**config.mk**
```make
export PLATFORM = sky130hd
export DESIGN_NAME = timeset_accel_divider
export DESIGN_NICKNAME = d
export VERILOG_FILES = /design/src/rtl/timeset_pkg.sv /design/src/rtl/timeset_accel_divider_frac_accum.sv /design/src/rtl/timeset_accel_divider.sv
export SDC_FILE = /design/constraint.sdc
export NUM_CORES = 1
export LEC_CHECK = 0
export CAP_MARGIN = 40
export CELL_PAD_IN_SITES_DETAIL_PLACEMENT = 0
export CELL_PAD_IN_SITES_GLOBAL_PLACEMENT = 2
export CORE_MARGIN = 4
export CORE_UTILIZATION = 40
export CTS_BUF_LIST = sky130_fd_sc_hd__clkbuf_8 sky130_fd_sc_hd__clkbuf_16
export CTS_CLUSTER_SIZE = 24
export DETAILED_ROUTE_END_ITERATION = 16
export PLACE_DENSITY = 0.85
export SLEW_MARGIN = 25
export SYNTH_ARGS = -nofsm -noshare
export SYNTH_HDL_FRONTEND = slang
export SYNTH_SLANG_ARGS = --single-unit
```
**constraint.sdc**
```tcl
create_clock -name i_clk -period 6.2 [get_ports i_clk]
set_input_delay 1.24 -clock i_clk [delete_from_list [all_inputs] [get_ports i_clk]]
set_output_delay 1.24 -clock i_clk [all_outputs]
set_load 0.02 [all_outputs]
```
**src/rtl/timeset_pkg.sv**
```systemverilog
// Shared types and elaboration helpers for the accelerating
// time-set strobe generator.
package timeset_pkg;

  localparam int LEVEL_W = 3;

  typedef enum logic {
    IDLE = 1'b0,
    RUN  = 1'b1
  } state_t;

  function automatic logic [63:0] calc_inc(
    input logic [63:0] sys_hz,
    input logic [63:0] base_hz,
    input int          level,
    input int          acc_w
  );
    return ((base_hz << level) << acc_w) / sys_hz;
  endfunction

endpackage

```
**src/rtl/timeset_accel_divider_frac_accum.sv**
```systemverilog
// Fractional phase accumulator; the wrap carry is registered so it
// lines up with the strobe cycle.
module frac_accum #(
  parameter int ACC_W = 24
) (
  input  logic             i_clk,
  input  logic             i_reset,
  input  logic             i_clr,
  input  logic             i_add,
  input  logic [ACC_W-1:0] i_inc,
  output logic             o_carry
);

  logic [ACC_W-1:0] r_acc;
  logic             r_carry;
  logic [ACC_W:0]   w_sum;

  assign w_sum = {1'b0, r_acc} + {1'b0, i_inc};

  always_ff @(posedge i_clk) begin
    if (i_reset || i_clr) begin
      r_acc   <= '0;
      r_carry <= 1'b0;
    end else if (i_add) begin
      r_acc   <= w_sum[ACC_W-1:0];
      r_carry <= w_sum[ACC_W];
    end else begin
      r_carry <= 1'b0;
    end
  end

  assign o_carry = r_carry;

endmodule

```
**src/rtl/timeset_accel_divider.sv**
```systemverilog
// Hold-to-accelerate time-set strobe: immediate strobe on press, then
// auto-repeat whose rate doubles every STEPS_PER_LEVEL strobes.
module timeset_accel_divider
  import timeset_pkg::*;
#(
  parameter int SYS_CLK_HZ      = 50_000_000,
  parameter int BASE_HZ         = 2,
  parameter int NUM_LEVELS      = 4,
  parameter int STEPS_PER_LEVEL = 8,
  parameter int ACC_W           = 32
) (
  input  logic               i_clk,
  input  logic               i_reset,
  input  logic               i_en,
  input  logic               i_fast_set,
  output logic               o_timeset_stb,
  output logic [LEVEL_W-1:0] o_level
);

  localparam int STEP_W =
    (STEPS_PER_LEVEL > 1) ? $clog2(STEPS_PER_LEVEL) : 1;
  localparam logic [STEP_W-1:0] STEP_TOP =
    STEP_W'(STEPS_PER_LEVEL - 1);
  localparam logic [LEVEL_W-1:0] LVL_TOP =
    LEVEL_W'(NUM_LEVELS - 1);

  localparam logic [63:0] INC_LO = calc_inc(
    64'(SYS_CLK_HZ), 64'(BASE_HZ), 0, ACC_W);
  localparam logic [63:0] INC_HI = calc_inc(
    64'(SYS_CLK_HZ), 64'(BASE_HZ), NUM_LEVELS - 1, ACC_W);

  if (NUM_LEVELS < 1 || NUM_LEVELS > 8) begin : g_bad_lvl
    $error("NUM_LEVELS must be 1..8");
  end
  if (STEPS_PER_LEVEL < 1) begin : g_bad_steps
    $error("STEPS_PER_LEVEL must be at least 1");
  end
  if (INC_LO == 64'd0 || INC_HI >= (64'd1 << ACC_W)) begin : g_bad_inc
    $error("phase increment out of range for ACC_W");
  end

  logic [ACC_W-1:0] w_inc_tbl [2**LEVEL_W];

  for (genvar g = 0; g < 2**LEVEL_W; g++) begin : g_inc
    if (g < NUM_LEVELS) begin : g_on
      localparam logic [63:0] INC_G = calc_inc(
        64'(SYS_CLK_HZ), 64'(BASE_HZ), g, ACC_W);
      assign w_inc_tbl[g] = INC_G[ACC_W-1:0];
    end else begin : g_off
      assign w_inc_tbl[g] = '0;
    end
  end

  state_t             r_state;
  state_t             w_state_nxt;
  logic               w_start;
  logic               w_add;
  logic               w_clr;
  logic               r_first;
  logic               w_carry;
  logic [STEP_W-1:0]  r_step;
  logic [STEP_W-1:0]  w_step;
  logic [LEVEL_W-1:0] r_level;
  logic [LEVEL_W-1:0] w_level;
  logic [LEVEL_W-1:0] w_eff;
  logic               w_step_top;

  always_ff @(posedge i_clk) begin
    if (i_reset) r_state <= IDLE;
    else         r_state <= w_state_nxt;
  end

  always_comb begin
    w_state_nxt = r_state;
    unique case (r_state)
      IDLE: if (i_en)  w_state_nxt = RUN;
      RUN:  if (!i_en) w_state_nxt = IDLE;
      default: w_state_nxt = IDLE;
    endcase
  end

  always_comb begin
    w_start = 1'b0;
    w_add   = 1'b0;
    w_clr   = 1'b1;
    unique case (r_state)
      IDLE: w_start = i_en;
      RUN: begin
        w_add = i_en;
        w_clr = !i_en;
      end
      default: ;
    endcase
  end

  always_ff @(posedge i_clk) begin
    if (i_reset) r_first <= 1'b0;
    else         r_first <= w_start;
  end

  frac_accum #(
    .ACC_W(ACC_W)
  ) u_accum (
    .i_clk  (i_clk),
    .i_reset(i_reset),
    .i_clr  (w_clr),
    .i_add  (w_add),
    .i_inc  (w_inc_tbl[w_eff]),
    .o_carry(w_carry)
  );

  // Counters advance combinationally in the strobe cycle so the new
  // level already drives this cycle's add and o_level.
  assign w_step_top = (r_step == STEP_TOP);

  assign w_level =
    (w_carry && w_step_top && r_level != LVL_TOP)
      ? r_level + LEVEL_W'(1) : r_level;

  assign w_step =
    !w_carry   ? r_step :
    w_step_top ? '0     : r_step + STEP_W'(1);

  always_ff @(posedge i_clk) begin
    if (i_reset || w_clr) begin
      r_step  <= '0;
      r_level <= '0;
    end else begin
      r_step  <= w_step;
      r_level <= w_level;
    end
  end

  assign w_eff         = i_fast_set ? LVL_TOP : w_level;
  assign o_level       = w_eff;
  assign o_timeset_stb = r_first | (w_carry & i_en);

endmodule

```
After elaboration in Yosys (flattened, before gate mapping). Memories as Yosys holds them, arrays and structs flattened. Index checks and enable logic that the tools add are counted.

Input bits: 4. Register bits: 41. Memories kept: 1. ROM bits: 256. Logic and storage cells: 31. Output and inout bits: 4.

Bitwise operators: 4. Reduce and logical (&&, ||, !) cells: 6. $add $sub $neg: 3. $lt $le $gt $ge: 1. Mux-type cells: 8. Equal/unequal tests: 2.

Memories: (no name shown) (words 8, bits a word 32, rd ports 1, clocked after memory_dff 0, write ports 0, line timeset_accel_divider.sv:108) `.i_inc (w_inc_tbl[w_eff]),`.

Operator list (number): 32-bit 2-to-1 mux (2); 32-bit by 32-bit adder with 33-bit output (1); 3-bit 2-to-1 mux (3); 3-bit by 1-bit adder with 3-bit output (second input constant) (2); 4-bit >= comparator (second input constant) (1); 3-bit inverter with 4-bit output (1); 2-bit OR reduction (2); 3-bit == test (second input constant) (1); 1-bit 2-to-1 mux (3); 3-bit by 2-bit != test with 1-bit output (second input constant) (1); 1-bit logical AND (2); 1-bit bitwise AND (1); 1-bit zero test (1); 1-bit logical OR (1); 1-bit inverter (1); 1-bit OR (1).

Longest topological paths before layout. Gate-level depths: netlist of the first run.

Depth in word-level cells: 10. Gate-level depth with buffers: 17. Mapped depth without buffers: 16.

By module. A second synthesis of the first run with hierarchy kept.

Cells, all modules: 438. Area, all modules: 3454.6 µm².

By module, submodules not included: frac_accum (times used 1, cells each 380, sequential area each 660.6 µm², area an instance 2931.6 µm²); timeset_accel_divider (times used 1, cells each 58, sequential area each 160.2 µm², area an instance 523.0 µm²).

Least setup slack after synthesis of the first run. OpenSTA, ideal clock, no wires.

Kind: flip-flop to flip-flop. From: register r_level[0]. To: register u_accum.r_acc[22]. Setup time: 0.128 ns. Arrival time: 3.433 ns. Required time: 6.072 ns. Buffers on the path: 1. Setup slack: 2.639 ns. Period minus slack after synthesis: 3.561 ns. Cell stages (with the launch flop): 18. Cells stage by stage: dfxtp_1 -> ha_1 -> ha_1 -> nand3b_1 -> mux2i_1 -> nor2b_1 -> inv_2 -> a21oi_1 -> ha_1 -> inv_1 -> fa_1 -> nand2b_1 -> a21oi_1 -> o21ai_1 -> buf_2 -> a211oi_1 -> xnor2_1 -> nor2_1.

Word-level cells in the longest chain between the ends: 9. Elaborated cells on any way between the ends: 10. Those cells by class: add/sub (2); eq/ne (1); mux (4); bitwise (1); reduce/logical (1); memory (1).

Ends and longest elaborated chain: from (decl) (line timeset_accel_divider.sv:63) `logic [LEVEL_W-1:0] r_level;`; from (signal assigned) (line timeset_accel_divider.sv:130) `r_level <= w_level;`; parallel branches: the longest is 2 deep, another holds 3-bit by 1-bit adder with 3-bit output; 3-bit 2-to-1 mux (*) (line timeset_accel_divider.sv:118) `? r_level + LEVEL_W'(1) : r_level;`; 3-bit 2-to-1 mux (*) (line timeset_accel_divider.sv:134) `assign w_eff = i_fast_set ? LVL_TOP : w_level;`; via o_level[1] (line timeset_accel_divider.sv:17) `output logic [LEVEL_W-1:0] o_level`; 3-bit inverter with 4-bit output (implied by the code) (*) (line timeset_accel_divider.sv:108); memory read 8 x 32 bit (*); 32-bit 2-to-1 mux (implied by the code) (*) (2 in series) (line timeset_accel_divider.sv:108); 32-bit by 32-bit adder with 33-bit output (*) (line timeset_accel_divider_frac_accum.sv:18) `assign w_sum = {1'b0, r_acc} + {1'b0, i_inc};`; to (signal assigned) (line timeset_accel_divider_frac_accum.sv:25) `r_acc <= w_sum[ACC_W-1:0];`; to (decl) (line timeset_accel_divider_frac_accum.sv:14) `logic [ACC_W-1:0] r_acc;`.

Mark *: on every way through the listed nets, which the timed path passes. The select of a mux whose other input is x is not followed. A chain may end at the register's enable or synchronous reset.

Worst setup path in the final report of the first run.
From: register r_level[0]. To: register u_accum.r_acc[30].

Word-level cells in the longest chain between the ends: 9. Elaborated cells on any way between the ends: 10. Those cells by class: add/sub (2); eq/ne (1); mux (4); bitwise (1); reduce/logical (1); memory (1).

Ends and longest elaborated chain (line): parallel branches: the longest is 2 deep, another holds 3-bit by 1-bit adder with 3-bit output; 3-bit 2-to-1 mux (*) (timeset_accel_divider.sv:118); 3-bit 2-to-1 mux (*) (timeset_accel_divider.sv:134); 3-bit inverter with 4-bit output (implied by the code) (*) (timeset_accel_divider.sv:108); memory read 8 x 32 bit (*); 32-bit 2-to-1 mux (implied by the code) (*) (2 in series) (timeset_accel_divider.sv:108); 32-bit by 32-bit adder with 33-bit output (*) (timeset_accel_divider_frac_accum.sv:18).

Every way passes the cells marked *. The select of a mux whose other input is x is not followed.

==> flow_summary.yaml, run 1 <==
outcome:
  status: "finished clean"
floorplanning:
  start_util: 0.4245
  io_pins: 8
  coreArea_sq_um: 5238
  die_y_um: 82.56
  die_w_um: 82.56
  dieArea_sq_um: 6815
  num_rows: 26
route:
  routed_via_density: 5.114
  num_vias: 1749
  drtIter0Drc: 94
  routed_wl_um: 4436
  firstDrtPassIters: 4
  drc_errors: 0
  routedWlPerCell_um: 12.97
  ant_nets: 0
grt:
  grt_max_degree: 20
  overflow: 0
  groute.usage.overall: 0.1497
  grt_pass1_vias: 1689
  grt_pass1_wl_um: 7721
  antenna_found_initial: 0
yosys:
  synth_top_area_cell: "dfxtp_1"
  ys_ff_latch: 41
  syn_nets: 281
  synth_flop_cell: "dfxtp_1"
  yosysMostFrequentCell: "nor2_1"
  synth_cells: 261
  yosysSeqAreaShare: 0.3692
  ys_warn_count: 0
  synth.avg_cell_area_sq_um: 8.519
  async_flop_share: 0
  synth-edff-count: 0
  netlist_top_cells_area: "dfxtp_1 37%, xnor2_1 9.5%, ha_1 8.4%, nor2_1 7.8%, a211oi_1 4.4%"
  netlist.area_leader.share: 0.3692
  synthDistinctLibCells: 37
  netlist_area_sq_um: 2223
  ys_top_cells_by_count: "46 x nor2_1, 41 x dfxtp_1, 24 x xnor2_1, 17 x a21oi_1, 15 x ha_1"
clocking:
  cts_setup_buffers: 0
  cts_made_buffers: 5
  h-tree-depth: 2
  clockBufferDepth: 2
  path_clk_slew_ns: 0.08
  cts_resized: 0
  clock_latency_ns: 0.30
  cts_tree: "yes"
  cts_hold_buf: 0
  root_buffer: "clkbuf_8"
  clock_sinks: 41
placed_design:
  dp_cells: 333
  hpwlAfterDp_um: 3174
  io_buffers: 7
  gp_congestion: 0.8021
power:
  ir_drop_mv: 0.1046
  p_leak_nw: 0.8516
  power.density_nw_per_um2: 209.2
  p_total_mw: 0.5202
worst_setup_path:
  worst-path-max-fanout: 10
  cp-start-kind: "flop"
  path_class: "reg2reg"
  worstSetupEndpointType: "flop"
  worstPathRequired_ns: 6.39
  critPathArrivalTime_ns: 4.26
layout:
  final_layout_size_suffix_gt1_frac: 0.08456
  fin_cells: 342
  syn_to_final_growth_pct: 11.82
  num-nets-final: 291
  fillers: 537
  final_core_util: 0.4747
  antenna_cells: 0
sta:
  rsz0062_at_grt: "false"
  max_freq_mhz: 245.8
  slew_headroom: 0.5388
  fin_setup_tns_ns: 0
  skew_ns: 0.005256
  fin_crit_sh: 0.6561
  maxSlewViolCount: 0
  hold_viol: 0
  tightest_slew_ns: 0.6901
  setup_viol: 0
  finalCriticalPeriod_ns: 4.068
  hold-worst-slack_ns: 0.4963
min_path:
  hp-class: "reg2reg"
job:
  maxCapViolCount: 0
-- flip-flops by register name, summed over array words and instances, names as in the netlist --
name / cells
r_step: 3
u_accum.o_carry: 1
r_first: 1
r_state: 1
u_accum.r_acc: 32
r_level: 3
-- placed cells by master (no fill, tap or decap), types with 3 or more instances in the layout --
master | Yosys | layout
inv_1 | 13 | 13
o21ai_0 | 4 | 4
a21oi_1 | 17 | 17
a21o_1 | 5 | 5
nor2b_1 | 4 | 4
nor2_1 | 46 | 46
o211ai_1 | 3 | 3
a2111oi_2 | 3 | 3
a211oi_1 | 13 | 13
xor2_1 | 3 | 3
dfxtp_1 | 41 | 41
nor3_1 | 10 | 10
clkdlybuf4s50_1 | 0 | 7
mux2i_1 | 3 | 3
nand3_1 | 8 | 8
o21ai_1 | 5 | 5
nand2_1 | 13 | 13
xnor2_1 | 24 | 24
ha_1 | 15 | 15
clkbuf_8 | 0 | 5
nand4_1 | 3 | 3
-- critical path: stages, from the launching register on --
cell,delay (ns)
dfxtp_1,0.35
ha_1,0.20
ha_1,0.17
nand3b_1,0.29
mux2i_1,0.39
nor2b_1,0.29
inv_2,0.06
a21oi_1,0.15
ha_1,0.21
inv_1,0.07
fa_1,0.40
nand2b_1,0.19
a21oi_1,0.24
o21ai_1,0.19
buf_4,0.21
a2111oi_2,0.33
xnor2_1,0.16
nor2_1,0.05
-- layout make-up --
cell class                      count  area [sq um]  area share
Timing Repair Buffer               11         95.09     0.03825
Clock inverter                      3         46.29     0.01862
Sequential cell                    41         820.8      0.3301
Multi-Input combinational cell    197          1311      0.5274
Tap cell                           70         87.58     0.03523
Clock buffer                        5         68.82     0.02768
Inverter                           15         56.30     0.02265
-- final timing paths --
path                                                     start                             end  slack (ns)  cells after the start
worst max register to register           r_level[0]$_SDFF_PP0_  u_accum.r_acc[30]$_SDFFE_PP0P_        2.13                     17
worst min-delay path            u_accum.r_acc[31]$_SDFFE_PP0P_      u_accum.o_carry$_SDFF_PP0_        0.50                      2
worst min register to register  u_accum.r_acc[31]$_SDFFE_PP0P_      u_accum.o_carry$_SDFF_PP0_        0.50                      2
worst max-delay path                     r_level[0]$_SDFF_PP0_  u_accum.r_acc[30]$_SDFFE_PP0P_        2.13                     17
-- per-layer routing --
| layer | GRT usage | share of wire | wire length [um] |
|---|---|---|---|
| met3 | 0.03905 | 0.044 | 194 |
| met4 | 0.04902 | 0.013 | 58 |
| met2 | 0.2356 | 0.42 | 1866 |
| met5 | 0 | 0 | 0 |
| met1 | 0.1988 | 0.52 | 2317 |
-- metrics by stage --
stage,cell area (sq um),setup WS [ns]
floorplan,2223,2.640
global placement,2354,1.735
detailed placement,2366,1.852
CTS,2481,2.090
global route,2486,1.735
finish,2486,2.132
-- power breakdown --
| part | total, mW | switching [mW] | internal (mW) |
|---|---|---|---|
| combinational | 0.0324 | 0.0190 | 0.0134 |
| clock | 0.221 | 0.101 | 0.121 |
| sequential | 0.266 | 0.00135 | 0.265 |
| total | 0.520 | 0.121 | 0.399 |
-- logic make-up (layout without fill, tap and decap cells) --
kind of cell	Yosys count	after routing	share of synthesized area
and+or+nand+nor	95	95	0.2054
AOI/OAI and AO/OA	56	56	0.1711
DFF	41	41	0.3692
xor gates and xnor gates	27	27	0.1064
buffers and inverters	23	34	0.04108
adders and majority gates	16	16	0.09342
muxes	3	3	0.01351
Power figures use the tool's default switching activity.
==> run 2: changes to the inputs <==
--- a/config.mk
+++ b/config.mk
@@ -9,11 +9,11 @@
 export CELL_PAD_IN_SITES_DETAIL_PLACEMENT = 0
 export CELL_PAD_IN_SITES_GLOBAL_PLACEMENT = 2
 export CORE_MARGIN = 4
-export CORE_UTILIZATION = 40
+export CORE_UTILIZATION = 34
 export CTS_BUF_LIST = sky130_fd_sc_hd__clkbuf_8 sky130_fd_sc_hd__clkbuf_16
 export CTS_CLUSTER_SIZE = 24
 export DETAILED_ROUTE_END_ITERATION = 16
-export PLACE_DENSITY = 0.85
+export PLACE_DENSITY = 0.77
 export SLEW_MARGIN = 25
 export SYNTH_ARGS = -nofsm -noshare
 export SYNTH_HDL_FRONTEND = slang
==> constraint.sdc (replaced) <==
create_clock -name i_clk -period 3.7 [get_ports i_clk]
set_input_delay 0.74 -clock i_clk [delete_from_list [all_inputs] [get_ports i_clk]]
set_output_delay 0.74 -clock i_clk [all_outputs]
set_load 0.02 [all_outputs]
==> flow_summary.yaml, run 2 (synthesized netlist as in run 1, its figures left out) <==
outcome:
  status: "finished clean"
layout:
  layout_commonest_cell: "nor2_1"
  final_layout_size_suffix_gt1_frac: 0.1444
  syn_to_final_growth_pct: 16.88
  fin_cells: 361
  antenna_cells: 0
  reg.largest.list: "u_accum.r_acc (32), r_level (3), r_step (3)"
  largest_reg_flops: 32
  regMostFlops: "u_accum.r_acc"
  num-nets-final: 303
  layout_common_cells: "44 x nor2_1, 41 x dfxtp_1, 24 x xnor2_1"
power:
  p_leak_nw: 0.9150
  power.density_nw_per_um2: 305.6
  p_total_mw: 0.7942
  ir_drop_mv: 0.1317
route:
  firstDrtPassIters: 4
  routed_via_density: 5.033
  routed_wl_um: 4858
  num_vias: 1817
  drtIter0Drc: 72
  ant_nets: 0
  drc_errors: 0
  routedWlPerCell_um: 13.46
clocking:
  clockBufferDepth: 2
  clock_latency_ns: 0.29
  path_clk_slew_ns: 0.08
  h-tree-depth: 2
  clock_sinks: 41
  cts_tree: "yes"
  cts_made_buffers: 5
  root_buffer: "clkbuf_8"
floorplanning:
  start_util: 0.3501
  coreArea_sq_um: 6350
  num_rows: 29
  die_w_um: 88.87
  dieArea_sq_um: 7897
  io_pins: 8
  die_y_um: 88.87
worst_setup_path:
  path_class: "reg2reg"
  cpMostUsedCell: "ha_1"
  worstSetupEndpointType: "flop"
  crit_family: "adder cells"
  reg2reg_depth: 17
  cp_num_cells: 17
  worstPathRequired_ns: 3.88
  slowest_delay_ns: 0.38
  slowest_stage: "fa_1"
  worst-path-max-fanout: 12
  critPathArrivalTime_ns: 3.76
  path_buf_inv: 3
  cp-start-kind: "flop"
  crit_chain: "ha_1 -> ha_1 -> nand3b_1 -> mux2i_1 -> nor2b_4 -> inv_2 -> a21oi_1 -> ha_2 -> inv_1 -> fa_1 -> nand2b_1 -> a21oi_2 -> o21ai_1 -> buf_4 -> a2111oi_4 -> xnor2_1 -> nor2_1"
sta:
  hold_viol: 0
  finalCriticalPeriod_ns: 3.579
  rsz0062_at_grt: "true"
  setup_viol: 0
  fin_setup_tns_ns: 0
  maxSlewViolCount: 0
  fin_crit_sh: 0.9673
  tightest_slew_ns: 0.4339
  skew_ns: 0.005503
  max_freq_mhz: 279.4
  hold-worst-slack_ns: 0.4713
  slew_headroom: 0.7077
grt:
  grt_pass1_vias: 1751
  grt_max_degree: 19
  grt_pass1_wl_um: 8135
  antenna_found_initial: 0
  overflow: 0
  groute.usage.overall: 0.1297
min_path:
  hp-class: "reg2reg"
  holdPathStages: 2
placed_design:
  hpwlAfterDp_um: 3486
  dp_cells: 351
  gp_congestion: 0.7370
  io_buffers: 7
job:
  maxCapViolCount: 0
==> run 2: changes by cell type in the layout (fill, tap and decap cells not counted), sizes merged <==
cell	change
buf	+13
bufinv	-1
clkbuf	-1
clkinv	+1
clkinvlp	-1
inv	+1
==> run 2: tightest hold or removal path: stages (launching register included) <==
cell	delay [ns]
dfxtp_1	0.33
nand3_1	0.07
a21oi_1	0.04
==> run 2: area by class of cell <==
| class | count | area, sq um |
|---|---|---|
| multi-input cells | 197 | 1353 |
| flip-flops and latches | 41 | 820.8 |
| repair buffers | 23 | 190.2 |
| inverters | 15 | 56.30 |
| clock inverters | 3 | 13.76 |
| well taps | 77 | 96.34 |
| fillers | 669 | 3751 |
| clock buffers | 5 | 68.82 |
==> run 2: metal layers <==
| layer | routed length (um) | track usage | vias up |
|---|---|---|---|
| li1 | - | - | 949 |
| met1 | 2461 | 0.1744 | 843 |
| met2 | 2193 | 0.2058 | 17 |
| met3 | 132 | 0.02980 | 8 |
| met4 | 70 | 0.03984 | 0 |
| met5 | 0 | 0 | - |
==> run 2: path summary, 6_finish.rpt <==
| kind | start | to | slack, ns |
|---|---|---|---|
| worst min register to register | u_accum.r_acc[31]$_SDFFE_PP0P_ | u_accum.o_carry$_SDFF_PP0_ | 0.47 |
| worst max-delay path | r_level[0]$_SDFF_PP0_ | u_accum.r_acc[30]$_SDFFE_PP0P_ | 0.12 |
| worst min-delay path | u_accum.r_acc[31]$_SDFFE_PP0P_ | u_accum.o_carry$_SDFF_PP0_ | 0.47 |
| worst max register to register | r_level[0]$_SDFF_PP0_ | u_accum.r_acc[30]$_SDFFE_PP0P_ | 0.12 |
==> run 2: what timing repair did <==
item / in CTS / in global routing
gates resized for setup: 0 / 9
endpoints found under the setup margin: 0 / 22
setup buffers: 0 / 2
hold buffers: 0 / 0
==> run 2: through the flow <==
stage / utilization / instance area, sq um / worst slack, ns
after detailed placement: 0.3874 / 2460 / 0.1122
final: 0.4093 / 2599 / 0.1208
after CTS: 0.4004 / 2542 / 0.08291
after floorplan: - / 2223 / 0.1395
after global placement: 0.3874 / 2460 / 0.04398
after global routing: 0.4093 / 2599 / -0.1296
==> run 2: report_power, final <==
| part | switching, mW | total [mW] | internal (mW) | leakage (nW) |
|---|---|---|---|---|
| logic | 0.0356 | 0.0647 | 0.0290 | 0.535 |
| registers | 0.00234 | 0.447 | 0.444 | 0.331 |
| clock network | 0.155 | 0.283 | 0.128 | 0.0491 |
| total | 0.193 | 0.794 | 0.601 | 0.915 |
==> run 3: changes to the inputs <==
--- a/config.mk
+++ b/config.mk
@@ -5,6 +5,7 @@
 export SDC_FILE = /design/constraint.sdc
 export NUM_CORES = 1
 export LEC_CHECK = 0
+export ABC_CLOCK_PERIOD_IN_PS = 3700
 export CAP_MARGIN = 40
 export CELL_PAD_IN_SITES_DETAIL_PLACEMENT = 0
 export CELL_PAD_IN_SITES_GLOBAL_PLACEMENT = 2
@@ -14,6 +15,7 @@
 export CTS_CLUSTER_SIZE = 24
 export DETAILED_ROUTE_END_ITERATION = 16
 export PLACE_DENSITY = 0.77
+export RECOVER_POWER = 100
 export SLEW_MARGIN = 25
 export SYNTH_ARGS = -nofsm -noshare
 export SYNTH_HDL_FRONTEND = slang
==> flow_summary.yaml, run 3 (synthesized netlist as in run 1, its figures left out) <==
sta:
  setup_viol: 0
  slew_headroom: 0.7077
  max_freq_mhz: 279.4
  tightest_slew_ns: 0.4339
  rsz0062_at_grt: "true"
  fin_setup_tns_ns: 0
  finalCriticalPeriod_ns: 3.579
  hold-worst-slack_ns: 0.4713
  fin_crit_sh: 0.9673
  final.setup.worst_slack_ns: 0.1208
  hold_viol: 0
  maxSlewViolCount: 0
  skew_ns: 0.005503
clocking:
  clock_sinks: 41
  cts_made_buffers: 5
  clockBufferDepth: 2
  cts_hold_buf: 0
  h-tree-depth: 2
  path_clk_slew_ns: 0.08
  root_buffer: "clkbuf_8"
  cts_tree: "yes"
  clock_latency_ns: 0.29
power:
  p_leak_nw: 0.9152
  p_total_mw: 0.7940
  power.density_nw_per_um2: 305.5
  ir_drop_mv: 0.1316
floorplanning:
  coreArea_sq_um: 6350
  dieArea_sq_um: 7897
  start_util: 0.3501
  io_pins: 8
  die_y_um: 88.87
  die_w_um: 88.87
  num_rows: 29
placed_design:
  io_buffers: 7
  detailedPlace.worstSlack_ns: 0.1122
  hpwlAfterDp_um: 3486
  gp_congestion: 0.7370
  dp_cells: 351
  placed_area_sq_um: 2460
route:
  ant_nets: 0
  routed_wl_um: 4857
  num_vias: 1817
  routedWlPerCell_um: 13.45
  drc_errors: 0
  firstDrtPassIters: 4
  drtIter0Drc: 72
  routed_via_density: 5.033
layout:
  reg.largest.list: "u_accum.r_acc (32), r_level (3), r_step (3)"
  fin_area_sq_um: 2599
  multi_input_comb_area_sq_um: 1353
  layout_commonest_cell: "nor2_1"
  seqCellArea_sq_um: 820.8
  syn_to_final_growth_pct: 16.88
  fillers: 669
  final_core_util: 0.4093
  final_layout_size_suffix_gt1_frac: 0.1444
  layout_common_cells: "44 x nor2_1, 41 x dfxtp_1, 24 x xnor2_1"
  regMostFlops: "u_accum.r_acc"
  fin_cells: 361
  num-nets-final: 303
  antenna_cells: 0
  largest_reg_flops: 32
worst_setup_path:
  worstSetupEndpointType: "flop"
  reg2reg_depth: 17
  cp-start-kind: "flop"
  critPathArrivalTime_ns: 3.76
  worstPathRequired_ns: 3.88
  path_class: "reg2reg"
  worst-path-max-fanout: 12
min_path:
  hp-class: "reg2reg"
  holdPathStages: 2
grt:
  grt_pass1_wl_um: 8135
  groute.usage.overall: 0.1297
  overflow: 0
  antenna_found_initial: 0
  grt_max_degree: 19
  grt_pass1_vias: 1751
outcome:
  status: "finished clean"
job:
  maxCapViolCount: 0
==> run 3: power by group <==
group          switching (mW)  internal [mW]  leakage (nW)
clock                   0.155          0.128        0.0491
combinational          0.0356         0.0288         0.535
sequential            0.00234          0.444         0.331
==> run 3: critical path: stages, from the launching register on <==
cell and delay [ns]:
dfxtp_1 0.34, ha_1 0.20, ha_1 0.17, nand3b_1 0.29, mux2i_1 0.26, nor2b_4 0.19, inv_2 0.05, a21oi_1 0.17
ha_2 0.22, inv_1 0.05, fa_1 0.38, nand2b_1 0.19, a21oi_2 0.17, o21ai_1 0.09, buf_4 0.20, a2111oi_4 0.31
xnor2_1 0.15, nor2_1 0.05
==> run 3: timing repair <==
action	in CTS	in global routing
setup buffers	0	2
gates resized for setup	0	9
endpoints found under the hold margin	0	0
endpoints found under the setup margin	0	22
==> run 3: routing by layer <==
| layer | wire length [um] | track usage | vias to the layer above |
|---|---|---|---|
| met1 | 2461 | 0.1744 | 843 |
| li1 | - | - | 949 |
| met4 | 70 | 0.03984 | 0 |
| met2 | 2193 | 0.2058 | 17 |
| met3 | 132 | 0.02980 | 8 |
| met5 | 0 | 0 | - |
==> run 3: final timing paths <==
check | slack (ns) | from | end
setup / recovery | 0.12 | r_level[0]$_SDFF_PP0_ | u_accum.r_acc[30]$_SDFFE_PP0P_
hold / removal | 0.47 | u_accum.r_acc[31]$_SDFFE_PP0P_ | u_accum.o_carry$_SDFF_PP0_
setup reg to reg | 0.12 | r_level[0]$_SDFF_PP0_ | u_accum.r_acc[30]$_SDFFE_PP0P_
hold reg to reg | 0.47 | u_accum.r_acc[31]$_SDFFE_PP0P_ | u_accum.o_carry$_SDFF_PP0_
==> run 3: layout make-up <==
type | count | share of cell area
clock inverters | 3 | 0.005296
clock buffers | 5 | 0.02648
flip-flops and latches | 41 | 0.3158
inverters | 15 | 0.02167
repair buffers | 23 | 0.07318
multi-input cells | 197 | 0.5205
well taps | 77 | 0.03707
